--- config.mk ---
export PLATFORM = sky130hd
export DESIGN_NAME = trg_id_tx
export DESIGN_NICKNAME = d
export VERILOG_FILES = /design/src/rtl/trg_pkg.sv /design/src/rtl/trg_id_bit_timer.sv /design/src/rtl/trg_id_tx.sv
export SDC_FILE = /design/constraint.sdc
export NUM_CORES = 1
export LEC_CHECK = 0
export ABC_AREA = 1
export CAP_MARGIN = 5
export CORE_MARGIN = 2
export CORE_UTILIZATION = 52
export CTS_CLUSTER_SIZE = 40
export DETAILED_ROUTE_END_ITERATION = 6
export HOLD_SLACK_MARGIN = 0.12
export PLACE_DENSITY = 0.76
export RECOVER_POWER = 25
export SYNTH_ARGS = -nofsm -noshare
export SYNTH_HDL_FRONTEND = slang
export SYNTH_SLANG_ARGS = --single-unit
--- constraint.sdc ---
create_clock -name clk_in -period 1.7 [get_ports clk_in]
set_input_delay 0.51 -clock clk_in [delete_from_list [all_inputs] [get_ports clk_in]]
set_output_delay 0.51 -clock clk_in [all_outputs]
set_load 0.05 [all_outputs]
--- src/rtl/trg_pkg.sv ---
// Shared definitions for the trigger-ID transmitter: frame state encoding,
// default widths/timings and derived frame length.
package trg_pkg;

  localparam int CNT_W_DEF      = 16;
  localparam int BIT_PERIOD_DEF = 10;
  localparam int GAP_CYCLES_DEF = 25;

  // start + 16 data + parity + stop
  localparam int FRAME_BITS     = 19;
  localparam int FRAME_CYCLES   = GAP_CYCLES_DEF + FRAME_BITS * BIT_PERIOD_DEF;

  typedef enum logic [2:0] {
    IDLE   = 3'd0,
    GAP    = 3'd1,
    START  = 3'd2,
    DATA   = 3'd3,
    PARITY = 3'd4,
    STOP   = 3'd5
  } tid_state_t;

endpackage

--- src/rtl/trg_id_bit_timer.sv ---
// Bit-period prescaler: counts 0..BIT_PERIOD-1 and ticks on terminal count.
// clr_in restarts the period so every frame state gets a full bit time.
module trg_id_bit_timer #(
  parameter int BIT_PERIOD = 10
) (
  input  logic clk_in,
  input  logic rst_in,
  input  logic clr_in,
  output logic tick_out
);

  localparam int TW = (BIT_PERIOD > 1) ? $clog2(BIT_PERIOD) : 1;

  logic [TW-1:0] cnt;

  assign tick_out = (cnt == TW'(BIT_PERIOD - 1));

  // free-running period counter, restarted on clear and at terminal count
  always_ff @(posedge clk_in or posedge rst_in) begin
    if (rst_in)        cnt <= '0;
    else if (clr_in)   cnt <= '0;
    else if (tick_out) cnt <= '0;
    else               cnt <= cnt + 1'b1;
  end

endmodule

--- src/rtl/trg_id_tx.sv ---
// Trigger-ID counter and serial transmitter. Counts effective triggers and,
// after each accepted trigger, sends the new ID as an active-low frame:
// gap, start, 16 data bits MSB first, even parity, stop.
// No handshake: eff_trg_in is a bare one-clock strobe; a strobe that arrives
// while a frame is pending is counted but not sent, and flags overrun.
module trg_id_tx
  import trg_pkg::*;
#(
  parameter int CNT_W      = CNT_W_DEF,
  parameter int BIT_PERIOD = BIT_PERIOD_DEF,
  parameter int GAP_CYCLES = GAP_CYCLES_DEF
) (
  input  logic             clk_in,
  input  logic             rst_in,
  input  logic             eff_trg_in,
  input  logic             cnt_clr_in,
  input  logic             tid_enb_in,
  input  logic             ovr_clr_in,
  output logic [CNT_W-1:0] eff_trg_cnt_out,
  output logic             tid_ser_N_out,
  output logic             tid_busy_out,
  output logic             tid_ovr_out
);

  localparam int GW = (GAP_CYCLES > 1) ? $clog2(GAP_CYCLES) : 1;

  tid_state_t       state;
  tid_state_t       state_next;
  logic [GW-1:0]    gap_cnt;
  logic [3:0]       bit_idx;
  logic [CNT_W-1:0] shreg;
  logic [CNT_W-1:0] shreg_next;
  logic [CNT_W-1:0] trg_id_next;
  logic             par;
  logic             tick;
  logic             accept;
  logic             ovr_set;
  logic             line_next;

  assign trg_id_next  = eff_trg_cnt_out + CNT_W'(1);
  assign accept       = eff_trg_in && (state == IDLE) && tid_enb_in && !cnt_clr_in;
  assign ovr_set      = eff_trg_in && !cnt_clr_in && (state != IDLE);
  assign tid_busy_out = (state != IDLE);

  trg_id_bit_timer #(
    .BIT_PERIOD (BIT_PERIOD)
  ) u_bit_timer (
    .clk_in   (clk_in),
    .rst_in   (rst_in),
    .clr_in   (state_next != state),
    .tick_out (tick)
  );

  // trigger ID counter; clear beats increment
  always_ff @(posedge clk_in or posedge rst_in) begin
    if (rst_in)          eff_trg_cnt_out <= '0;
    else if (cnt_clr_in) eff_trg_cnt_out <= '0;
    else if (eff_trg_in) eff_trg_cnt_out <= trg_id_next;
  end

  // sticky overrun flag; a new overrun beats a simultaneous clear
  always_ff @(posedge clk_in or posedge rst_in) begin
    if (rst_in)          tid_ovr_out <= 1'b0;
    else if (ovr_set)    tid_ovr_out <= 1'b1;
    else if (ovr_clr_in) tid_ovr_out <= 1'b0;
  end

  // FSM state register
  always_ff @(posedge clk_in or posedge rst_in) begin
    if (rst_in) state <= IDLE;
    else        state <= state_next;
  end

  // FSM next-state logic
  always_comb begin
    state_next = state;
    case (state)
      IDLE:    if (accept) state_next = GAP;
      GAP:     if (gap_cnt == GW'(GAP_CYCLES - 1)) state_next = START;
      START:   if (tick) state_next = DATA;
      DATA:    if (tick && (bit_idx == 4'(CNT_W - 1))) state_next = PARITY;
      PARITY:  if (tick) state_next = STOP;
      STOP:    if (tick) state_next = IDLE;
      default: state_next = IDLE;
    endcase
  end

  // shift register next value: load on accept, shift at end of each data bit
  always_comb begin
    shreg_next = shreg;
    if (accept)                       shreg_next = trg_id_next;
    else if ((state == DATA) && tick) shreg_next = {shreg[CNT_W-2:0], 1'b0};
  end

  // FSM output: line level for the upcoming cycle, from next state/data
  always_comb begin
    line_next = 1'b1;
    case (state_next)
      START:   line_next = 1'b0;
      DATA:    line_next = ~shreg_next[CNT_W-1];
      PARITY:  line_next = ~par;
      default: line_next = 1'b1;
    endcase
  end

  // frame datapath: gap counter, bit index, latched ID and parity
  always_ff @(posedge clk_in or posedge rst_in) begin
    if (rst_in) begin
      gap_cnt <= '0;
      bit_idx <= '0;
      shreg   <= '0;
      par     <= 1'b0;
    end else begin
      shreg <= shreg_next;
      if (accept) par <= ^trg_id_next;
      if (state == GAP) gap_cnt <= gap_cnt + 1'b1;
      else              gap_cnt <= '0;
      if (state != DATA) bit_idx <= '0;
      else if (tick)     bit_idx <= bit_idx + 1'b1;
    end
  end

  // registered serial line so it never glitches
  always_ff @(posedge clk_in or posedge rst_in) begin
    if (rst_in) tid_ser_N_out <= 1'b1;
    else        tid_ser_N_out <= line_next;
  end

endmodule

==> metrics <==
DRC Markers=0; Detail Route Antenna Nets=0; fillcell total=approximately 320; unrepaired setup endpoints after global routing=yes; Hold Vio Cnt, Final=0; Slew Limit Fails=0; clk slew on worst S/H paths=around 0.10 ns; hold endpoint=bit_idx[3]; Final nets=around 500; minimum clock period=approximately 2.1 ns; Clock Sink Count=51; Initial Utilization=~54%; Syn Nets=392; CP Capture Type=flip-flop; initial antenna violation count=0; Die ar.=between 0.006 and 0.007 mm2; clock root buffer=clkbuf_8; Power, Total=roughly 0.0022 W; WHS=0.463 ns; Die Ht=79.1 um; leak pwr=slightly above 2 nW; Post-Syn Area per Cell=7.72 um2; Pre-Repair DR Iteration Count=6; largest net degree at the start of global routing=20; core area=~0.0055 mm2; Ports=25; antenna cell count=0; Worst-Skew Late Latency=roughly 0.30 ns; htree depth=2; Critical Path AT=between 2 and 2.5 ns; Warnings, synthesis=0; CTS max path bufs=2; length in cells of the worst reg-to-reg path=14; Vias/cell=~5.8; Critical Path Start Type=flip-flop; Die X=between 70 and 80 um; Max transition margin=between 40% and 50%; Setup CP Type=reg -> reg; actual slew at the worst max-slew pin=0.853 ns; GRT overflow=0; post-synthesis sequential area ratio=between 40% and 50%; Hold Startpoint=bit_idx[3]; vias=about 3,200; DR iter-0 viols=256; vias in the first global route=3,184; Reg2Reg Setup Slack=-0.38 ns; Reg area=0.00129 mm2; Rows=27; setup TNS=-1.23 ns; Hold Path Cell Cnt=1; run status=finished with violations; distinct cell type count after synthesis=36; total track usage=28.3%; reg2reg end=par; Fin Clk Skew=around 0.014 ns; area delta synth->final=49.8%; fmax=0.480 GHz; routed length per instance=17.1 um; final worst-path setup slack=-0.383 ns; multi-input logic area=~0.0016 mm2; global placement routability congestion=between 0.8 and 0.9; peak supply drop=0.439 mV; pwr dens=around 490 mW/mm2; failing checks=negative setup slack; Reg2Reg Launch Point=eff_trg_cnt_out[1]; Post-Syn Area=between 0.002 and 0.003 mm2; Critical Path Fanout Max=8; maxcap violations=0; post-synthesis instance total=380; TritonCTS clock tree=done; layout cells sized above 1=~40%; Num CTS Buffers=5; period utilization=123%; detailed placer's ending HPWL=approximately 6.2 mm; flops & latches, synth=between 50 and 60; # setup viols final=9; Hold Crit Class=reg -> reg; Worst Path Required=1.90 ns; IO buf count=24; global-route wire length before repair=between 10 and 15 mm; WL final=9.63 mm
## flip-flops by register name (all words and copies together) (netlist names)
signal and flops:
eff_trg_cnt_out 16, shreg 16, gap_cnt 5, bit_idx 4, u_bit_timer.cnt 4, state 3, par 1, tid_ovr_out 1
tid_ser_N_out 1
## how the worst max path moves through the flow
stage                             from  depth (start not counted)                  to
detailed placement          eff_trg_in                         11  u_bit_timer.cnt[3]
finish              eff_trg_cnt_out[1]                         14                 par
CTS                 eff_trg_cnt_out[1]                         14                 par
global route        eff_trg_cnt_out[1]                         17                 par
floorplan           eff_trg_cnt_out[0]                         16                 par
global placement            eff_trg_in                         11  u_bit_timer.cnt[2]
## synth_stat cells
cell type	count	share of area, %
o221ai_1	10	3.0
nor2_1	20	2.6
and3_1	1	0.21
clkinv_2	1	0.17
nand3_1	26	4.4
buf_2	1	0.17
nand3_2	1	0.34
dfstp_2	1	0.90
nand4_1	10	2.1
o22ai_1	18	3.8
o21ai_2	2	0.60
nor2_2	3	0.64
o21ai_1	4	0.68
dfrtp_1	50	43
a211o_1	1	0.30
inv_2	4	0.51
o21ai_0	9	1.5
nor3_1	2	0.34
nor4_1	1	0.21
a21oi_1	3	0.51
nand2_1	115	15
or2_2	1	0.21
a22oi_1	2	0.51
ha_1	6	2.6
o211ai_1	2	0.51
a211oi_1	1	0.26
nor2_4	5	1.9
nand2_2	6	1.3
xnor2_1	6	1.8
nor3_2	2	0.68
inv_1	53	6.8
clkbuf_1	4	0.51
a31oi_1	1	0.21
o21bai_1	2	0.51
nand2_4	1	0.38
xor2_1	5	1.5
## layout make-up
| cell class | count | area share (%) |
|---|---|---|
| inverters | 58 | 5.18 |
| flip-flops and latches | 51 | 29.4 |
| clock inverters | 1 | 0.114 |
| clock buffers | 7 | 1.74 |
| multi-input cells | 267 | 37.4 |
| well taps | 72 | 2.05 |
| repair buffers | 107 | 24.1 |
## repair_timing
action,CTS,global route
pin swaps,23,24
gates cloned,0,1
endpoints found under the setup margin,11,21
buffers inserted,15,9
hold buffers,0,0
resized for setup,32,34
## metal layers
metal,global-route usage (%),vias to the layer above,share of wire (%)
li1,-,1468,-
met5,0,-,0
met2,54.5,161,53
met1,31.6,1565,37
met3,3.75,50,5.2
met4,10.0,0,4.3
## worst max-delay path, cell delays in order, from the launching register on
cell     delay [ns]
dfrtp_2        0.42
ha_4           0.18
nand2_4        0.06
nor2_4         0.25
nand4_1        0.19
nand2_4        0.13
nand3_1        0.07
nand2_1        0.07
nand2_1        0.09
nand2_1        0.12
nand2_1        0.09
nand2_1        0.09
nand2_1        0.08
nand3_2        0.09
nand2_1        0.06
## metrics by stage
step / utilization (%) / instance area [um2] / setup slack [ns] / std cells
after floorplan: - / 2980 / -0.189 / 380
after global placement: 71.6 / 3920 / -0.298 / 530
after detailed placement: 71.6 / 3920 / -0.365 / 530
after CTS: 77.1 / 4220 / -0.201 / 553
after global routing: 80.3 / 4400 / -0.500 / 563
final: 80.3 / 4400 / -0.383 / 563
## where the power goes
group | switching, W | internal, W
logic | 0.000139 | 0.000106
registers | 0.00000938 | 0.00122
clock network | 0.000387 | 0.000290
## layout by cell type, fill, tap and decap left out, types with 8 or more instances in the layout
| cell type | n |
|---|---|
| inv_2 | 8 |
| o221ai_1 | 10 |
| nor2_1 | 16 |
| nand3_1 | 19 |
| inv_1 | 47 |
| buf_4 | 75 |
| nor2_4 | 8 |
| dfrtp_2 | 13 |
| o22ai_1 | 18 |
| nand2_2 | 20 |
| buf_12 | 19 |
| nand2_1 | 97 |
| nand4_1 | 10 |
| dfrtp_1 | 37 |
## cell families (layout without fill, tap and decap cells)
kind of cell	count (synthesis)	in the layout	share of synthesized area (%)
AND/OR/NAND/NOR	194	195	30.1
buffers and inverters	63	173	8.14
AO/OA/AOI/OAI	55	55	12.4
flip-flops	51	51	43.5
XOR/XNOR	11	11	3.28
adder cells (fa/ha/maj)	6	6	2.56
No activity file was read; power rests on OpenSTA's default activity.
